<file path="src/rtl/tt_um_logarithmic_afpm_pkg.sv">
// Shared types and binary16 constants for the logarithmic (Mitchell) FP16 multiplier.
package tt_um_logarithmic_afpm_pkg;

    typedef enum logic [2:0] {
        LOAD_LO = 3'd0,
        LOAD_HI = 3'd1,
        COMPUTE = 3'd2,
        OUT_LO  = 3'd3,
        OUT_HI  = 3'd4
    } state_e;

    localparam logic [4:0]  BIAS    = 5'd15;
    localparam logic [4:0]  EXP_MAX = 5'd31;
    localparam logic [15:0] QNAN    = 16'h7E00;
    localparam logic [15:0] INF     = 16'h7C00;

endpackage

</file>
<file path="src/rtl/fp16_log_mul.sv">
// Combinational binary16 multiplier using Mitchell's approximation: fractions add
// instead of multiplying, with the fraction carry bumping the exponent.
module fp16_log_mul
    import tt_um_logarithmic_afpm_pkg::*;
(
    input  logic [15:0] a,
    input  logic [15:0] b,
    output logic [15:0] p
);

    logic              w_sign;
    logic [4:0]        w_ea, w_eb;
    logic [9:0]        w_fa, w_fb;
    logic              w_a_zero, w_b_zero, w_a_inf, w_b_inf, w_a_nan, w_b_nan;
    logic [10:0]       w_sum;
    logic signed [7:0] w_exp;

    assign w_sign = a[15] ^ b[15];
    assign w_ea   = a[14:10];
    assign w_eb   = b[14:10];
    assign w_fa   = a[9:0];
    assign w_fb   = b[9:0];

    // Subnormals have no hidden one to work with, so they collapse to zero.
    assign w_a_zero = (w_ea == 5'd0);
    assign w_b_zero = (w_eb == 5'd0);
    assign w_a_inf  = (w_ea == EXP_MAX) && (w_fa == 10'd0);
    assign w_b_inf  = (w_eb == EXP_MAX) && (w_fb == 10'd0);
    assign w_a_nan  = (w_ea == EXP_MAX) && (w_fa != 10'd0);
    assign w_b_nan  = (w_eb == EXP_MAX) && (w_fb != 10'd0);

    assign w_sum = {1'b0, w_fa} + {1'b0, w_fb};
    assign w_exp = $signed({3'b000, w_ea}) + $signed({3'b000, w_eb})
                 - $signed({3'b000, BIAS}) + $signed({7'd0, w_sum[10]});

    always_comb begin
        p = {w_sign, w_exp[4:0], w_sum[9:0]};
        if (w_a_nan || w_b_nan || (w_a_inf && w_b_zero) || (w_b_inf && w_a_zero)) begin
            p = QNAN;
        end else if (w_a_inf || w_b_inf) begin
            p = {w_sign, INF[14:0]};
        end else if (w_a_zero || w_b_zero) begin
            p = {w_sign, 15'd0};
        end else if (w_exp >= $signed({3'b000, EXP_MAX})) begin
            p = {w_sign, INF[14:0]};
        end else if (w_exp <= 8'sd0) begin
            p = {w_sign, 15'd0};
        end
    end

endmodule

</file>
<file path="src/rtl/tt_um_logarithmic_afpm.sv">
// Byte-serial FP16 multiplier: two load cycles, one compute cycle, two output cycles.
// state   | meaning
// LOAD_LO | capture low operand bytes
// LOAD_HI | capture high operand bytes
// COMPUTE | latch multiplier result
// OUT_LO  | drive result low byte onto uo_out
// OUT_HI  | drive result high byte onto uo_out
module tt_um_logarithmic_afpm
    import tt_um_logarithmic_afpm_pkg::*;
(
    input  logic       clk,
    input  logic       rst_n,
    input  logic       ena,
    input  logic [7:0] ui_in,
    input  logic [7:0] uio_in,
    output logic [7:0] uo_out,
    output logic [7:0] uio_out,
    output logic [7:0] uio_oe
);

    state_e      r_state, w_next;
    logic [15:0] r_a, r_b, r_result;
    logic [7:0]  r_uo_out, w_uo_next;
    logic [15:0] w_product;
    logic        w_unused;

    assign w_unused = ena;
    assign uio_out  = 8'h00;
    assign uio_oe   = 8'h00;
    assign uo_out   = r_uo_out;

    fp16_log_mul u_mul (
        .a (r_a),
        .b (r_b),
        .p (w_product)
    );

    always_comb begin
        w_next    = LOAD_LO;
        w_uo_next = 8'h00;
        case (r_state)
            LOAD_LO: w_next = LOAD_HI;
            LOAD_HI: w_next = COMPUTE;
            COMPUTE: w_next = OUT_LO;
            OUT_LO: begin
                w_next    = OUT_HI;
                w_uo_next = r_result[7:0];
            end
            OUT_HI: begin
                w_next    = LOAD_LO;
                w_uo_next = r_result[15:8];
            end
            default: w_next = LOAD_LO;
        endcase
    end

    always_ff @(posedge clk or negedge rst_n) begin
        if (!rst_n) begin
            r_state  <= LOAD_LO;
            r_a      <= 16'h0000;
            r_b      <= 16'h0000;
            r_result <= 16'h0000;
            r_uo_out <= 8'h00;
        end else begin
            r_state  <= w_next;
            r_uo_out <= w_uo_next;
            case (r_state)
                LOAD_LO: begin
                    r_a[7:0] <= ui_in;
                    r_b[7:0] <= uio_in;
                end
                LOAD_HI: begin
                    r_a[15:8] <= ui_in;
                    r_b[15:8] <= uio_in;
                end
                COMPUTE: r_result <= w_product;
                default: ;
            endcase
        end
    end

endmodule

</file>
<file path="config.mk">
export PLATFORM = sky130hd
export DESIGN_NAME = tt_um_logarithmic_afpm
export DESIGN_NICKNAME = d
export VERILOG_FILES = /design/src/rtl/tt_um_logarithmic_afpm_pkg.sv /design/src/rtl/fp16_log_mul.sv /design/src/rtl/tt_um_logarithmic_afpm.sv
export SDC_FILE = /design/constraint.sdc
export NUM_CORES = 1
export LEC_CHECK = 0
export CAP_MARGIN = 25
export CORE_MARGIN = 2
export CORE_UTILIZATION = 50
export CTS_CLUSTER_DIAMETER = 100
export DETAILED_ROUTE_END_ITERATION = 8
export DONT_BUFFER_PORTS = 1
export PLACE_DENSITY = 0.66
export SYNTH_ARGS = -nofsm -noshare
export SYNTH_HDL_FRONTEND = slang
export SYNTH_HIERARCHICAL = 1
export SYNTH_SLANG_ARGS = --single-unit
</file>
<file path="constraint.sdc">
create_clock -name clk -period 4.6 [get_ports clk]
set_input_delay 1.38 -clock clk [delete_from_list [all_inputs] [get_ports clk]]
set_output_delay 1.38 -clock clk [all_outputs]
set_load 0.005 [all_outputs]
</file>
=== Word level (Yosys, flattened, before mapping) ===
Cells that the tools add are included.

* Flip-flop bits (word level): 59
* Output and inout port bits: 24
* Logic and storage cells: 45

* Add/subtract/negate cells: 4
* Order comparisons: 2
* Equal/unequal tests: 6
* Mux-type cells: 7
* Bitwise operators: 1
* Reductions and logical operators: 18

{| class="wikitable"
|+ Operators by type and width
! cell !! count
|-
| two-way mux 15 bit || 4
|-
| logical NOT 10 bit || 2
|-
| nonzero test 10 bit || 2
|-
| two-way mux 16 bit || 1
|-
| one-hot mux 8 bit (2 select lines) || 1
|-
| one-hot mux 3 bit (4 select lines) || 1
|-
| adder 10 x 10 -> 11 bit || 1
|-
| equality test 5 bit, second input constant || 2
|-
| logical NOT 5 bit || 2
|-
| adder 8 x 2 -> 8 bit || 1
|-
| >= comparator 8 x 6 -> 1 bit, second input constant || 1
|-
| <= comparator 8 x 1 -> 1 bit, second input constant || 1
|-
| subtractor 8 x 5 -> 8 bit, second input constant || 1
|-
| adder 5 x 5 -> 6 bit || 1
|-
| equality test 3 x 2 -> 1 bit, second input constant || 2
|-
| logical AND 1 bit || 6
|-
| logical OR 1 bit || 5
|-
| equality test 3 x 1 -> 1 bit, second input constant || 1
|-
| equality test 3 bit, second input constant || 1
|-
| logical NOT 3 bit || 1
|-
| bitwise XOR 1 bit || 1
|}

=== Logic depth before layout (Yosys ltp) ===
Gate-level depths: netlist (run 1).

* Depth after elaboration: 9
* Gate-level depth with buffers: 20
* Gate-level depth less buffers: 20

=== By module ===
Netlist (run 1), hierarchy kept.

{| class="wikitable"
|+ By module, submodules not included
! module !! instances !! cells an instance !! area each (um2) !! seq. area each (um2)
|-
| tt_um_logarithmic_afpm || 1 || 148 || 2456.1 || 1476.4
|-
| fp16_log_mul || 1 || 153 || 1094.8 || 0.0
|}

=== Worst setup path after synthesis (run 1) ===
OpenSTA, ideal clock, no wires.

* Kind: register to register
* Start: reg r_a[0]
* End: reg r_result[10]
* Setup time: 0.125 ns
* Arrival time: 3.401 ns
* Data required time: 4.475 ns
* Setup slack: 1.073 ns
* Cell stages (with the launch flop): 20
* Path buffers: 0
* Path through: dfrtp_1 ha_1 inv_1 fa_1 nor2b_1 o21ai_0 a21boi_0 o21ai_0 a21oi_1 nand3_1 nand2_1 ha_1 nand3_1 and2b_1 nor2b_1 a21oi_1 a32oi_2 and2b_1 a21oi_1 mux2_4

* Cells in the longest elaborated chain, start to end: 8
* Elaborated cells between the ends (all ways): 18
* Classes of those cells: add/sub (2); order compare (2); mux (5); reduce/logical (9)

{| class="wikitable"
|+ RTL lines
! item !! line !! source
|-
| start: declaration || tt_um_logarithmic_afpm.sv:22 || <nowiki>logic [15:0] r_a, r_b, r_result;</nowiki>
|-
| start signal: assignment || tt_um_logarithmic_afpm.sv:69 || <nowiki>r_a[7:0] <= ui_in;</nowiki>
|-
| adder 10 x 10 -> 11 bit || fp16_log_mul.sv:32 || <nowiki>assign w_sum = {1'b0, w_fa} + {1'b0, w_fb};</nowiki>
|-
| adder 8 x 2 -> 8 bit || fp16_log_mul.sv:34 || <nowiki>- $signed({3'b000, BIAS}) + $signed({7'd0, w_sum[10]});</nowiki>
|-
| <= comparator 8 x 1 -> 1 bit || fp16_log_mul.sv:46 || <nowiki>end else if (w_exp <= 8'sd0) begin</nowiki>
|-
| two-way mux 15 bit || fp16_log_mul.sv:46 ||
|-
| two-way mux 15 bit || fp16_log_mul.sv:44 || <nowiki>end else if (w_exp >= $signed({3'b000, EXP_MAX})) begin</nowiki>
|-
| two-way mux 15 bit || fp16_log_mul.sv:42 || <nowiki>end else if (w_a_zero || w_b_zero) begin</nowiki>
|-
| two-way mux 15 bit || fp16_log_mul.sv:40 || <nowiki>end else if (w_a_inf || w_b_inf) begin</nowiki>
|-
| two-way mux 16 bit * || fp16_log_mul.sv:38 || <nowiki>if (w_a_nan || w_b_nan || (w_a_inf && w_b_zero) || (w_b_inf && w_a_zero)) begin</nowiki>
|-
| net w_product[10] || tt_um_logarithmic_afpm.sv:24 || <nowiki>logic [15:0] w_product;</nowiki>
|-
| end signal: assignment || tt_um_logarithmic_afpm.sv:76 || <nowiki>COMPUTE: r_result <= w_product;</nowiki>
|-
| end: declaration || tt_um_logarithmic_afpm.sv:22 ||
|}

The timed path passes the listed nets; every way through them passes the cells marked *.
A chain may end at the register's enable or synchronous reset.

=== Worst setup path in the final report (run 1) ===
Same ends and word-level chain as after synthesis.

==> results.cfg, run 1 <==
[min_path]
hp-class = reg -> reg

[placed_design]
dpl.hpwl_um = 4660
gp_congestion = 0.782
io_buffer_count = 0
place_ws_ps = 593

[drt]
drc = 0
wl_per_cell_um = 15.2
routed_wl_um = 6150
dr.first_iter.drc_count = 78
num_vias = 2132
drt_pass1_iterations = 4
ant_nets = 0
vias_per_cell = 5.25

[yosys]
synth_top_area_share_pct = 41.6
ys_ff_latch = 59
synth_cell_type_count = 51
synth_cells = 301
synthSimpleGateAreaFrac_pct = 12.3
synth_edf_count = 0
synthXorXnorAreaFrac_pct = 3.42
synth_top_family_by_area = multiplexers
ys.flop_type = dfrtp_1
ys_seq_area_share_pct = 41.6
synthTopCellsByArea = dfrtp_1, mux2_2, mux2_4
yosys.area.top_type = dfrtp_1
synthMuxAreaShare_pct = 17.9
synth_area_mm2 = 0.00355
synth-compound-area-share_pct = 8.99
synth_fa_ha_area_share_pct = 8.53
ys_warn_count = 6
syn_avg_cell_area_um2 = 11.8
async_flop_share_pct = 100

[finish]
diodes = 0
final_common_cell = dfrtp_1
nets = 347
syn2layout_area_growth_pct = 5.92
drive_above_1_share_pct = 25.2
n_fill_cell = 595
final_cell_mix = dfrtp_1, mux2_2, ha_1

[clock_tree]
numCtsBuffers = 9
postCtsHoldBufs = 0
cts_htree_levels = 3
ctsResizeCount = 0
worstSkewPairLatency_ps = 330
clock_path_buffers = 2
cts_tree = built
cts.clk_slew.worst_paths_ps = 70
cts_root_buf = clkbuf_8
clock_sinks = 59
post_cts_buffers = 0

[floorplanning]
core_area_mm2 = 0.00683
floorplan.initialDensity_pct = 52.0
die_h_um = 88.3
die_w_um = 88.3
rows = 30
die_area_mm2 = 0.00779
pin_count = 43

[sta]
finalSetupViolations = 0
final.period_utilization_pct = 87.3
worst_pin_slew_ps = 980
tns_ps = 0
rsz0062_at_grt = false
clock_skew_ps = 8.16
finalCriticalPeriod_ps = 4010
holdWs_ps = 497
hold_viol_final = 0
relSlewSlack_pct = 34.6
setup_slack_ps = 585
max_freq_mhz = 249
slew_viol_final = 0

[power]
power_density_mw_per_mm2 = 362
ir_drop_uv = 240
leakage_nw = 1.71

[run]
drv_cap = 0

[global_route]
grt_max_degree = 60
antenna_found_initial = 0
track_usage_pct = 17.5
first_global_vias = 2032
grt_first_pass_wirelength_um = 10200
grt-ovfl-total = 0

[outcome]
status = finished clean

[worst_setup_path]
crit_type = reg -> reg
cp.required_ps = 4810
critPathMaxFanout = 5
startpoint_type = flop
crit_path_end_kind = flop
arrival_ps = 4230
[synthesized netlist by cell type (3+ instances only)]
cell	count
buf_6	3
nand2_1	4
o21ai_0	7
ha_1	21
nand3_1	10
xor2_1	5
buf_4	16
and3_1	4
mux2_2	28
inv_1	16
mux2_4	20
nand2b_1	3
nor2b_1	5
xnor2_1	7
nor2_1	20
a22o_1	7
dfrtp_1	59
a21oi_1	17
nor4_1	4
[final cells by class]
class | count | area, um2 | share of cell area, %
flip-flops and latches | 59 | 1480 | 39.3
clock inverters | 4 | 47.5 | 1.26
repair buffers | 1 | 15.0 | 0.399
inverters | 16 | 60.1 | 1.60
clock buffers | 12 | 165 | 4.39
well taps | 96 | 120 | 3.19
multi-input cells | 218 | 1880 | 49.9
[through the flow]
stage | cell area, um2 | utilization [%] | cells | power, mW
floorplan | 3610 | - | 316 | 0.845
global placement | 3530 | 51.7 | 389 | 0.878
detailed placement | 3530 | 51.7 | 389 | 0.885
CTS | 3750 | 54.8 | 405 | 1.38
global route | 3760 | 55.1 | 406 | 1.45
finish | 3760 | 55.1 | 406 | 1.36
[metal layers]
layer  routed length, um  track usage, %  share of wire, %
met5                   0               0                 0
met4                  46            6.06              0.75
met3                 317            6.62               5.2
met2                2780            25.2                45
met1                3000            24.4                49
[state kept, by name (all words and copies together), names as in the netlist]
signal    cells
r_a          16
r_b          16
r_result     16
r_state       3
uo_out        8
[cell families after synthesis]
family / Yosys count
other: 1
AO/OA/AOI/OAI: 46
AND/OR/NAND/NOR: 70
adder cells (fa/ha/maj): 23
flip-flops: 59
multiplexers: 50
buffers and inverters: 39
XOR/XNOR: 13
[critical path: stages (launching register included)]
cell and delay [ps]:
dfrtp_1 400, ha_1 190, inv_1 50, fa_1 370
nor2b_1 180, o21ai_0 130, a21boi_0 280, o21ai_0 160
a21oi_1 240, nand3_1 110, nand2_1 90, ha_1 180
nand3_1 110, and2b_1 280, nor2b_1 160, a21oi_1 90
a32oi_2 280, and2b_1 250, a21oi_1 100, mux2_4 270
[where the power goes]
| part | leakage [nW] | switching [mW] | internal (mW) |
|---|---|---|---|
| logic | 0.892 | 0.121 | 0.135 |
| registers | 0.714 | 0.0406 | 0.580 |
| clock network | 0.108 | 0.193 | 0.292 |
[final timing paths]
check	startpoint	end	slack [ps]	cells past startpoint
max in group asynchronous	rst_n	r_a[11]	3750	0
setup reg to reg	r_a[0]	r_result[10]	590	19
hold / removal	r_result[3]	uo_out[3]	500	1
hold reg to reg	r_result[3]	uo_out[3]	500	1
setup / recovery	r_a[0]	r_result[10]	590	19
min in group asynchronous	rst_n	uo_out[2]	740	0
(Power assumes the default switching activity.)
==> run 2: changes to the inputs <==
--- a/config.mk
+++ b/config.mk
@@ -7,11 +7,11 @@
 export LEC_CHECK = 0
 export CAP_MARGIN = 25
 export CORE_MARGIN = 2
-export CORE_UTILIZATION = 50
+export CORE_UTILIZATION = 64
 export CTS_CLUSTER_DIAMETER = 100
 export DETAILED_ROUTE_END_ITERATION = 8
 export DONT_BUFFER_PORTS = 1
-export PLACE_DENSITY = 0.66
+export PLACE_DENSITY = 0.81
 export SYNTH_ARGS = -nofsm -noshare
 export SYNTH_HDL_FRONTEND = slang
 export SYNTH_HIERARCHICAL = 1
==> results.cfg, run 2 (same netlist as run 1, synthesis figures left out) <==
[worst_setup_path]
arrival_ps = 4260
critPathMaxFanout = 5
crit_path_end_kind = flop
cp-startpoint = r_a[0]
r2r_setup_slack_ps = 550
r2r_end = r_result[13]
reg2reg_from = r_a[0]
critPathCapture = r_result[13]
cp.required_ps = 4810
crit_type = reg -> reg
startpoint_type = flop
rr_worst_depth = 19

[sta]
hold_viol_final = 0
final.period_utilization_pct = 88.0
tns_ps = 0
clock_skew_ps = 9.12
finalSetupViolations = 0
worst_pin_slew_ps = 1020
rsz0062_at_grt = false
max_freq_mhz = 247
slew_viol_final = 0
finalCriticalPeriod_ps = 4050
relSlewSlack_pct = 31.9
holdWs_ps = 499

[drt]
ant_nets = 0
vias_per_cell = 5.60
drc = 0
wl_per_cell_um = 15.6
drt_pass1_iterations = 4
routed_wl_um = 5960
num_vias = 2134
dr.first_iter.drc_count = 79

[clock_tree]
cts_root_buf = clkbuf_8
postCtsHoldBufs = 0
cts_tree = built
cts.clk_slew.worst_paths_ps = 60
numCtsBuffers = 9
clock_sinks = 59
post_cts_buffers = 0
worstSkewPairLatency_ps = 330
cts_htree_levels = 3
clock_path_buffers = 2
ctsResizeCount = 0

[finish]
multi_input_area_mm2 = 0.00188
syn2layout_area_growth_pct = 3.21
diodes = 0
reg_top3 = r_a (16), r_b (16), r_result (16)
final_common_cell = dfrtp_1
final_cell_mix = dfrtp_1, mux2_2, ha_1
nets = 346
drive_above_1_share_pct = 24.3
n_fill_cell = 412
regArea_mm2 = 0.00148

[power]
ir_drop_uv = 241
leakage_nw = 1.68
power_density_mw_per_mm2 = 345

[placed_design]
gp_congestion = 0.830
io_buffer_count = 0
dpl.hpwl_um = 4580

[outcome]
status = finished clean

[global_route]
grt_max_degree = 60
first_global_vias = 2176
grt_first_pass_wirelength_um = 10400
antenna_found_initial = 0
track_usage_pct = 22.2
grt-ovfl-total = 0

[floorplanning]
core_area_mm2 = 0.00544
die_h_um = 78.5
die_w_um = 78.5
pin_count = 43
die_area_mm2 = 0.00616
rows = 27
floorplan.initialDensity_pct = 65.3

[run]
drv_cap = 0

[min_path]
hp-class = reg -> reg
-- run 2: cell types whose count changed in the layout (fill, tap and decap cells not counted) --
cell / delta
buf_8: -1
clkbuf_1: +2
clkbuf_8: -3
bufinv_16: -1
clkinv_2: +1
clkinvlp_4: +1
-- run 2: power breakdown --
| group | internal, mW | switching (mW) |
|---|---|---|
| clock | 0.192 | 0.195 |
| sequential | 0.580 | 0.0413 |
| combinational | 0.135 | 0.120 |
| total | 0.908 | 0.356 |
-- run 2: routing by layer --
metal  vias to the layer above  part of all wire [%]  track usage, %
met5                         -                     0               0
met4                         0                   1.4            10.5
met3                         6                   3.8            4.83
met2                        41                    48            35.0
met1                      1038                    47            29.2
li1                       1049                     -               -
-- run 2: how the worst min path moves through the flow --
| stage | startpoint | to | slack [ps] | cells past startpoint |
|---|---|---|---|---|
| after floorplan | r_result[0] | uo_out[0] | 460 | 1 |
| after global placement | r_result[1] | uo_out[1] | 490 | 1 |
| after detailed placement | r_result[1] | uo_out[1] | 490 | 1 |
| after CTS | r_result[1] | uo_out[1] | 500 | 1 |
| after global routing | r_result[1] | r_result[1] | 540 | 1 |
| final | r_result[1] | uo_out[1] | 500 | 1 |
-- run 2: final cells by class --
| class | instances | share of cell area [%] |
|---|---|---|
| multi-input cells | 218 | 51.2 |
| well taps | 72 | 2.46 |
| inverters | 16 | 1.64 |
| clock inverters | 5 | 0.819 |
| clock buffers | 11 | 3.58 |
| flip-flops and latches | 59 | 40.3 |
-- run 2: critical path, cell delays in order (launching register included) --
cell and delay [ps]:
dfrtp_1 380, ha_1 180, inv_1 50, fa_1 380, nor2b_1 190, o21ai_0 140, a21boi_0 320, o21ai_0 160
a21oi_1 260, nand3_1 110, nand2_1 80, ha_1 180, nand3_1 110, and2b_1 280, nor2b_1 150, a21oi_1 80
a32oi_2 270, and2b_1 250, a21oi_1 100, mux2_4 270
-- run 2: stage by stage --
step           worst slack (ps)  instances  util, %  area [um2]  power, mW
2_1_floorplan              1070        316        -        3610      0.845
3_5_place_dp                573        365     64.4        3500      0.886
5_1_grt                     257        381     67.4        3660       1.34
3_3_place_gp                664        365     64.4        3500      0.875
4_1_cts                     551        381     67.4        3660       1.27
6_report                    551        381     67.4        3660       1.26
==> run 3: changes to the inputs <==
--- a/config.mk
+++ b/config.mk
@@ -5,13 +5,13 @@
 export SDC_FILE = /design/constraint.sdc
 export NUM_CORES = 1
 export LEC_CHECK = 0
-export CAP_MARGIN = 25
+export CAP_MARGIN = 20
 export CORE_MARGIN = 2
 export CORE_UTILIZATION = 64
 export CTS_CLUSTER_DIAMETER = 100
 export DETAILED_ROUTE_END_ITERATION = 8
 export DONT_BUFFER_PORTS = 1
-export PLACE_DENSITY = 0.81
+export PLACE_DENSITY = 0.83
 export SYNTH_ARGS = -nofsm -noshare
 export SYNTH_HDL_FRONTEND = slang
 export SYNTH_HIERARCHICAL = 1
==> constraint.sdc (replaced) <==
create_clock -name clk -period 4.2 [get_ports clk]
set_input_delay 1.26 -clock clk [delete_from_list [all_inputs] [get_ports clk]]
set_output_delay 1.26 -clock clk [all_outputs]
set_load 0.005 [all_outputs]
==> results.cfg, run 3 (same netlist as run 1, synthesis figures left out) <==
[outcome]
status = finished clean

[worst_setup_path]
critPathTopFamily = simple AND/OR/NAND/NOR gates
crit_path_end_kind = flop
crit_slowest_cell = dfrtp_1
crit_path_max_incr_delay_ps = 410
crit_type = reg -> reg
worst-path-buf-inv = 1
cp.required_ps = 4420
startpoint_type = flop
arrival_ps = 4110
path_cells = ha_1 -> inv_1 -> fa_1 -> nor2b_1 -> o21ai_0 -> a21boi_1 -> o21ai_1 -> a21oi_2 -> nand3_1 -> nand2_1 -> ha_1 -> nand3_1 -> and2b_1 -> nor2b_1 -> a21oi_1 -> a32oi_2 -> and2b_2 -> a21oi_1 -> mux2_4
critPathMaxFanout = 5

[global_route]
grt-ovfl-total = 0
antenna_found_initial = 0
grt_max_degree = 60
track_usage_pct = 22.8
first_global_vias = 2185
grt_first_pass_wirelength_um = 10600

[drt]
routed_wl_um = 6260
wl_per_cell_um = 16.4
dr.first_iter.drc_count = 66
drt_pass1_iterations = 4
drc = 0
ant_nets = 0
num_vias = 2202
vias_per_cell = 5.76

[finish]
diodes = 0
nets = 348
multi_input_area_mm2 = 0.00188
regArea_mm2 = 0.00148
syn2layout_area_growth_pct = 4.26
final_cell_mix = dfrtp_1, mux2_2, ha_1
reg_top3 = r_a (16), r_b (16), r_result (16)
final_common_cell = dfrtp_1
n_fill_cell = 407
drive_above_1_share_pct = 25.5

[sta]
tns_ps = 0
worst_pin_slew_ps = 1000
final.period_utilization_pct = 92.7
finalCriticalPeriod_ps = 3890
max_freq_mhz = 257
rsz0062_at_grt = false
slew_viol_final = 0
finalSetupViolations = 0
clock_skew_ps = 7.97
hold_viol_final = 0
relSlewSlack_pct = 33.0

[min_path]
hp-class = reg -> reg

[floorplanning]
rows = 27
die_w_um = 78.5
pin_count = 43
die_area_mm2 = 0.00616
die_h_um = 78.5
core_area_mm2 = 0.00544
floorplan.initialDensity_pct = 65.3

[power]
ir_drop_uv = 328
leakage_nw = 1.70
power_mw = 1.43
power_density_mw_per_mm2 = 387

[clock_tree]
cts_root_buf = clkbuf_8
clock_sinks = 59
numCtsBuffers = 9
cts.clk_slew.worst_paths_ps = 60
cts_tree = built
cts_htree_levels = 3
clock_path_buffers = 2
worstSkewPairLatency_ps = 340

[placed_design]
io_buffer_count = 0
dpl.hpwl_um = 4670
gp_congestion = 0.835

[run]
drv_cap = 0
-- run 3: cell type report --
| cell class | instances | share of cell area (%) |
|---|---|---|
| multi-input combinational | 218 | 50.8 |
| sequential | 59 | 39.9 |
| clock buffer | 13 | 4.56 |
| tap | 72 | 2.43 |
| inverter | 16 | 1.62 |
| timing repair buffer | 2 | 0.406 |
| clock inverter | 2 | 0.270 |
-- run 3: report_power, final --
part | internal, mW | switching, mW | total [mW]
combinational | 0.151 | 0.137 | 0.288
clock | 0.257 | 0.205 | 0.462
sequential | 0.636 | 0.0456 | 0.682
total | 1.04 | 0.388 | 1.43
-- run 3: final timing paths --
kind | cells past startpoint | slack (ps) | endpoint | start
setup / recovery | 19 | 310 | r_result[10] | r_a[0]
hold / removal | 1 | 500 | uo_out[7] | r_result[15]
setup reg to reg | 19 | 310 | r_result[10] | r_a[0]
hold reg to reg | 1 | 500 | uo_out[7] | r_result[15]
max in group asynchronous | 0 | 3480 | r_a[3] | rst_n
min in group asynchronous | 0 | 610 | r_result[13] | rst_n
-- run 3: stage by stage --
step | cell area, um2 | setup WS [ps] | std cells | util, % | hold WS [ps]
2_1_floorplan | 3610 | 673 | 316 | - | 462
3_3_place_gp | 3500 | 284 | 365 | 64.4 | 476
3_5_place_dp | 3500 | 122 | 365 | 64.4 | 492
4_1_cts | 3680 | 96.7 | 380 | 67.7 | 506
5_1_grt | 3700 | 13.5 | 382 | 68.1 | 516
6_report | 3700 | 308 | 382 | 68.1 | 501
-- run 3: routing by layer --
metal  part of all wire [%]  vias up  global-route usage [%]  wire length, um
li1                       -     1055                       -                -
met1                     44     1071                    28.8             2740
met2                     49       64                    36.6             3070
met3                    5.5       12                    8.28              347
met4                    1.8        0                    7.72              110
met5                      0        -                       0                0
-- run 3: worst reg2reg max path, delay by kind of cell (launching register included) --
family          cells  cell delay (ps)
simple gates        7             1170
compound gates      7             1130
fa+ha+maj           3              730
flops               1              410
mux                 1              270
buf+inv             1               60
-- run 3: repair_timing --
| item | CTS | global route |
|---|---|---|
| endpoints found under the setup margin | 0 | 15 |
| setup buffers | 0 | 2 |
| gates resized for setup | 0 | 4 |
| hold buffers | 0 | 0 |
